==> src/rtl/seq_divider_16x8.sv <==
// Radix-2 restoring divider, 16-bit dividend by 8-bit divisor.
// One quotient bit per clock, start/done handshake, 3-bit state feed.
module seq_divider_16x8 #(
   parameter int N_WIDTH = 16,
   parameter int D_WIDTH = 8
) (
   input  logic               clk,
   input  logic               aclr_n,
   input  logic               start,
   input  logic [N_WIDTH-1:0] dividend,
   input  logic [D_WIDTH-1:0] divisor,
   output logic               busy,
   output logic               done,
   output logic               dbz,
   output logic [N_WIDTH-1:0] quotient,
   output logic [D_WIDTH-1:0] remainder,
   output logic [2:0]         state_out
);

   localparam int C_W = $clog2(N_WIDTH);

   typedef enum logic [2:0] {
      IDLE = 3'd0,
      CALC = 3'd1,
      DONE = 3'd2,
      ERR  = 3'd3
   } state_t;

   state_t             state_q, state_d;
   logic [C_W-1:0]     cnt_q, cnt_d;
   logic [N_WIDTH-1:0] q_q, q_d;
   logic [D_WIDTH-1:0] d_q, d_d;
   logic [D_WIDTH:0]   r_q, r_d;
   logic               busy_q, busy_d;
   logic               done_q, done_d;
   logic               dbz_q, dbz_d;
   logic [N_WIDTH-1:0] quo_q, quo_d;
   logic [D_WIDTH-1:0] rem_q, rem_d;

   // R carries one guard bit so the trial difference sign is explicit
   logic [D_WIDTH+1:0] r_sh;
   logic [N_WIDTH-1:0] q_sh;
   logic [D_WIDTH+1:0] t;

   // Next-state and datapath: accept, iterate, finish
   always_comb begin
      state_d = state_q;
      cnt_d   = cnt_q;
      q_d     = q_q;
      d_d     = d_q;
      r_d     = r_q;
      done_d  = done_q;
      dbz_d   = dbz_q;
      quo_d   = quo_q;
      rem_d   = rem_q;
      r_sh    = {r_q, q_q[N_WIDTH-1]};
      q_sh    = {q_q[N_WIDTH-2:0], 1'b0};
      t       = r_sh - {2'b00, d_q};
      case (state_q)
         IDLE, DONE, ERR: begin
            if (start) begin
               q_d    = dividend;
               d_d    = divisor;
               r_d    = '0;
               cnt_d  = '0;
               done_d = 1'b0;
               dbz_d  = 1'b0;
               if (divisor == '0) begin
                  state_d = ERR;
                  done_d  = 1'b1;
                  dbz_d   = 1'b1;
                  quo_d   = '1;
                  rem_d   = '0;
               end else begin
                  state_d = CALC;
               end
            end
         end
         CALC: begin
            if (!t[D_WIDTH+1]) begin
               r_d = t[D_WIDTH:0];
               q_d = {q_sh[N_WIDTH-1:1], 1'b1};
            end else begin
               r_d = r_sh[D_WIDTH:0];
               q_d = q_sh;
            end
            cnt_d = cnt_q + 1'b1;
            if (cnt_q == C_W'(N_WIDTH - 1)) begin
               quo_d   = q_d;
               rem_d   = r_d[D_WIDTH-1:0];
               done_d  = 1'b1;
               state_d = DONE;
            end
         end
         default: state_d = IDLE;
      endcase
      busy_d = (state_d == CALC);
   end

   // State and result registers, cleared asynchronously
   always_ff @(posedge clk or negedge aclr_n) begin
      if (!aclr_n) begin
         state_q <= IDLE;
         cnt_q   <= '0;
         q_q     <= '0;
         d_q     <= '0;
         r_q     <= '0;
         busy_q  <= 1'b0;
         done_q  <= 1'b0;
         dbz_q   <= 1'b0;
         quo_q   <= '0;
         rem_q   <= '0;
      end else begin
         state_q <= state_d;
         cnt_q   <= cnt_d;
         q_q     <= q_d;
         d_q     <= d_d;
         r_q     <= r_d;
         busy_q  <= busy_d;
         done_q  <= done_d;
         dbz_q   <= dbz_d;
         quo_q   <= quo_d;
         rem_q   <= rem_d;
      end
   end

   assign busy      = busy_q;
   assign done      = done_q;
   assign dbz       = dbz_q;
   assign quotient  = quo_q;
   assign remainder = rem_q;
   assign state_out = state_q;

endmodule

==> config.mk <==
export PLATFORM = sky130hd
export DESIGN_NAME = seq_divider_16x8
export DESIGN_NICKNAME = d
export VERILOG_FILES = /design/src/rtl/seq_divider_16x8.sv
export SDC_FILE = /design/constraint.sdc
export NUM_CORES = 1
export LEC_CHECK = 0
export CORE_ASPECT_RATIO = 1.75
export CORE_UTILIZATION = 25
export CTS_CLUSTER_SIZE = 20
export DETAILED_ROUTE_END_ITERATION = 12
export PLACE_DENSITY_LB_ADDON = 0.05
export SETUP_SLACK_MARGIN = 0.1
export SLEW_MARGIN = 20
export SYNTH_ARGS = -nofsm -noshare
export SYNTH_HDL_FRONTEND = slang
export SYNTH_SLANG_ARGS = --single-unit
export TNS_END_PERCENT = 20
==> constraint.sdc <==
create_clock -name clk -period 7.3 [get_ports clk]
set_input_delay 1.46 -clock clk [delete_from_list [all_inputs] [get_ports clk]]
set_output_delay 1.46 -clock clk [all_outputs]
set_load 0.02 [all_outputs]
; ---- After elaboration in Yosys (flattened, before gate mapping)
; Cells that the tools add are included.
[word_totals]
regBits = 67
in_bits = 27
elab_cells = 52
out_inout_bits = 30
[classes]
add_sub_neg = 2
n_mux = 24
eq_ne = 8
reduce_logical = 8
[ops]
columns = op, count
row1 = two-way mux 16 bit, 4
row2 = one-hot mux 16 bit (2 select lines), 2
row3 = two-way mux 8 bit, 3
row4 = two-way mux 9 bit, 2
row5 = one-hot mux 9 bit (2 select lines), 1
row6 = one-hot mux 8 bit (2 select lines), 1
row7 = subtractor 10 x 8 -> 10 bit, 1
row8 = logical NOT 8 bit, 1
row9 = one-hot mux 4 bit (2 select lines), 1
row10 = == test 3 x 1 -> 1 bit (second input constant), 2
row11 = == test 3 x 2 -> 1 bit (second input constant), 2
row12 = two-way mux 3 bit, 2
row13 = inequality test 2 bit (second input constant), 3
row14 = one-hot mux 3 bit (2 select lines), 1
row15 = adder 4 x 1 -> 4 bit (second input constant), 1
row16 = == test 4 bit (second input constant), 1
row17 = two-way mux 1 bit, 4
row18 = two-way mux 4 bit, 1
row19 = AND reduction 2 bit, 2
row20 = AND reduction 4 bit, 1
row21 = logical NOT 3 bit, 1
row22 = AND reduction 3 bit, 1
row23 = OR reduction 3 bit, 1
row24 = two-way mux 2 bit, 1
row25 = other kinds (2), 2

; ---- Logic depth before layout (Yosys ltp)
[logic_depth]
word_depth = 5
mapped_depth = 9
depth_no_buf = 9

; ---- Least setup slack after synthesis
; OpenSTA, ideal clock, no wires.
[synth_timing]
path_kind = input to register
start = input port divisor[1]
end = register rem_q[0] (netlist: remainder[0])
arrival_time_ns = 2.566
setup_ns = 0.136
path_stages = 6
n_path_buf = 1
slack_ns = 4.598
t_required_ns = 7.164
cell_sequence = nor4_1 nand3_1 and2_1 clkbuf_1 nand2_1 o31ai_4
[synth_between]
elab_chain_len = 3
[synth_rtl]
columns = element, line
row1 = start: declaration, 11  ; input logic [D_WIDTH-1:0] divisor,
row2 = logical NOT 8 bit, 68  ; if (divisor == '0) begin
row3 = inequality test 2 bit (no source line), n/a
row4 = AND reduction 4 bit (no source line), n/a
row5 = end signal: assignment, 123  ; rem_q <= rem_d;
row6 = end: declaration, 38  ; logic [D_WIDTH-1:0] rem_q, rem_d;
; No other way between the ends.
; A chain may end at the register's enable or synchronous reset.

; ---- Final worst setup path
[layout_timing]
start = input port start
end = register rem_q[4] (netlist: remainder[4])
[layout_between]
elab_chain_len = 2
[layout_rtl]
columns = element, line
row1 = start: declaration, 9  ; input logic start,
row2 = inequality test 2 bit (no source line), n/a
row3 = AND reduction 4 bit (no source line), n/a
; No other way between the ends.

==> summary.txt <==
Logic synthesis
  • Post-synthesis adder-cell area fraction: 4.21%
  • Synth Area in XOR/XNOR: 2.74%
  • Top_reg_cell synth: dfrtp_1
  • Synthesized net count: 372
  • Syn avg cell area: about 9.4 µm²
  • Netlist cell types: 44
  • Simple-Gate Fraction of Synth Area: 17.7%
  • Synth Register Bits: 67
  • Number of synthesized flops with an enable pin: 0
  • Post-synthesis compound-gate area fraction: between 10% and 20%
  • Largest family of logic cells by synthesized area: simple AND/OR/NAND/NOR gates
  • Synth warn: 0
  • Post-Syn Area: roughly 3200 µm²
  • Synth async-reset ratio: 100%
  • Syn Inst Count: approximately 340
  • Mux share of post-synthesis cell area: under 10%
  • Seq/Total Area, Yosys: between 50% and 60%

CTS
  • CTS tree: built
  • Clk root buf: clkbuf_16
  • Max H-tree Level: 3
  • Clk slew on worst S/H paths: ~0.06 ns
  • Clk buf depth: 2
  • Resize count post-CTS: 0
  • Clock Sinks: 67
  • Setup Buffers After CTS: 0
  • Cts hold-fix bufs: 0
  • Cts bufs inserted: 9
  • Later-pin clock latency in the skew report: between 0.3 and 0.4 ns

Route
  • Wire length per cell: approximately 15 µm
  • Routed length on met2: ~4600 µm
  • DR pass1 iterations: 4
  • Via count: 2529
  • DRT iter0 DRCs: between 90 and 100
  • WL met3: between 200 and 250 µm
  • Total Wirelength: about 8600 µm
  • Wire length on met1: roughly 3600 µm
  • # DRC: 0
  • Vias per cell: 4.53
  • Top sig layer: met4
  • Number of routed nets with antenna violations: 0

Floorplanning
  • Die height: about 150 µm
  • CORE AREA: 12100 µm²
  • Rows: 53
  • Top-level port count: 57
  • Die Wd: 86.9 µm
  • Initial Util: between 20% and 30%
  • Die area: ~13000 µm²

Place
  • Post-DP HPWL: 5880 µm
  • I/O Buffers: 56
  • Routability cong.: a little under 0.8
  • Dpl cells: about 540

Hold path
  • Worst hold-check path type: reg2reg
  • Hold Path Cell Cnt: 2
  • HP Start: remainder[1]$_DFFE_PN0P_
  • WHS Endpoint: remainder[1]$_DFFE_PN0P_

Timing
  • Post-layout min period: 3.36 ns
  • Fmax: just under 300 MHz
  • Hold WS: ~0.47 ns
  • Final setup fails: 0
  • RSZ-0062 raised after global routing: no
  • Slew headroom: about a third
  • Setup Skew: around 0.0059 ns
  • Hold Vio Cnt, Final: 0
  • Post-Route Setup TNS: 0 ns
  • Worst Tran Pin Value: between 1 and 1.5 ns
  • Final Max Tran Viols: 0
  • Part of the cycle the worst path needs: 46.0%

Critical path
  • FF-to-FF path depth: 7
  • CP Launch Type: primary input
  • FF-to-FF Start: r_q[5]$_DFFE_PN0P_
  • CP endpoint kind: flip-flop
  • CP Class: in2reg
  • Worst R2R End: remainder[1]$_DFFE_PN0P_
  • Worst Path Arrival: 3.58 ns
  • Required time worst endpoint: 7.52 ns
  • Worst R2R Setup Slack: around 4.6 ns
  • CP max FO: 34

Global routing
  • Largest net degree at the start of global routing: 68
  • GR Overflow Total: 0
  • First-pass GRT wire length: roughly 14000 µm
  • Initial antenna violation count: 0
  • Vias in the first global route: roughly 2700
  • GRT Resource Usage Total: roughly 14%

Power and ir drop
  • PD cells: roughly 330 nW/µm²
  • Leak Pwr: about 0.0018 µW
  • Power Total: around 1400 µW
  • Worst vdd ir: approximately 0.00011 V

Finish
  • Area grow syn2layout: 33.0%
  • Total Nets Final: 425
  • Most frequent cells in the layout: nand2_1, dfrtp_1, clkdlybuf4s50_1, nor2_1, o21ai_0
  • Commonest non-fill, non-tap cell in the layout: nand2_1
  • Layout cells sized above 1: under 10%
  • Antenna cells: 0
  • Fin cells: about 560

Run
  • Total of max-cap violations: 0

Run status
  • Outcome: finished, final reports clean
## Yosys cell counts (2+ instances only)
master / instances / area [µm²]
a211oi_1: 4 / 30.0
a21o_1: 3 / 22.5
a21oi_1: 17 / 85.1
a31oi_1: 17 / 106
buf_1: 2 / 7.51
clkbuf_1: 15 / 56.3
dfrtp_1: 67 / 1680
ha_1: 9 / 113
inv_1: 9 / 33.8
mux2_2: 2 / 22.5
mux2i_1: 6 / 60.1
nand2_1: 69 / 259
nand2b_1: 2 / 12.5
nand3_1: 6 / 30.0
nand3b_1: 2 / 15.0
nor2_1: 42 / 158
nor2b_1: 3 / 18.8
nor4_1: 2 / 12.5
o211ai_1: 2 / 15.0
o21ai_0: 21 / 105
o31ai_1: 5 / 37.5
or2_2: 2 / 12.5
xnor2_1: 2 / 17.5
xor2_1: 6 / 52.6
## layout make-up
cell class	instances	area (µm²)
inverters	9	33.8
clock inverters	7	92.6
repair buffers	59	578
clock buffers	9	225
flip-flops and latches	67	1680
fillers	1260	7950
well taps	165	206
multi-input cells	242	1380
## through the flow
step	instance area [µm²]	setup WS [ns]	util [%]
6_report	4190	3.94	34.5
5_1_grt	4190	3.78	34.5
4_1_cts	4190	3.92	34.5
3_5_place_dp	3870	3.58	31.9
3_3_place_gp	3870	3.63	31.9
2_1_floorplan	3150	4.60	-
## state kept, by name, indices dropped and copies added (netlist names)
signal     count
remainder      8
done           1
busy           1
cnt_q          4
d_q            8
dbz            1
q_q           16
state_out      3
r_q            9
quotient      16
## worst max-delay path, stage by stage
cell and delay [ns]:
clkdlybuf4s50_1 0.54, and3b_1 0.18, buf_4 0.34, nand3_1 0.22
nand2_1 0.12, buf_4 0.33, mux2_2 0.37
## metal layers
metal | up-vias | global-route usage (%)
li1 | 1250 | -
met1 | 1222 | 16.3
met2 | 44 | 25.4
met3 | 13 | 2.36
met4 | 0 | 7.42
met5 | - | 0
## report_power, final
part / internal, µW / total [µW] / leakage (µW) / switching, µW
clock: 298 / 468 / 0.000147 / 171
sequential: 428 / 469 / 0.000758 / 40.7
combinational: 193 / 444 / 0.000897 / 252
## kinds of logic (layout without fill, tap and decap cells)
kind of cell	Yosys count	count (layout)
XOR/XNOR	9	9
other	1	1
adder cells (fa/ha/maj)	10	10
multiplexers	9	9
flip-flops	67	67
AND/OR/NAND/NOR	134	134
AO/OA/AOI/OAI	79	79
buffers and inverters	26	84
## worst max path at each step
stage | slack, ns | end | start
floorplan | 4.60 | remainder[0]$_DFFE_PN0P_ | divisor[1]
global placement | 3.63 | remainder[4]$_DFFE_PN0P_ | start
detailed placement | 3.58 | remainder[4]$_DFFE_PN0P_ | start
CTS | 3.92 | remainder[4]$_DFFE_PN0P_ | start
global route | 3.78 | remainder[4]$_DFFE_PN0P_ | start
finish | 3.94 | remainder[4]$_DFFE_PN0P_ | start
Power figures use the tool's default switching activity.
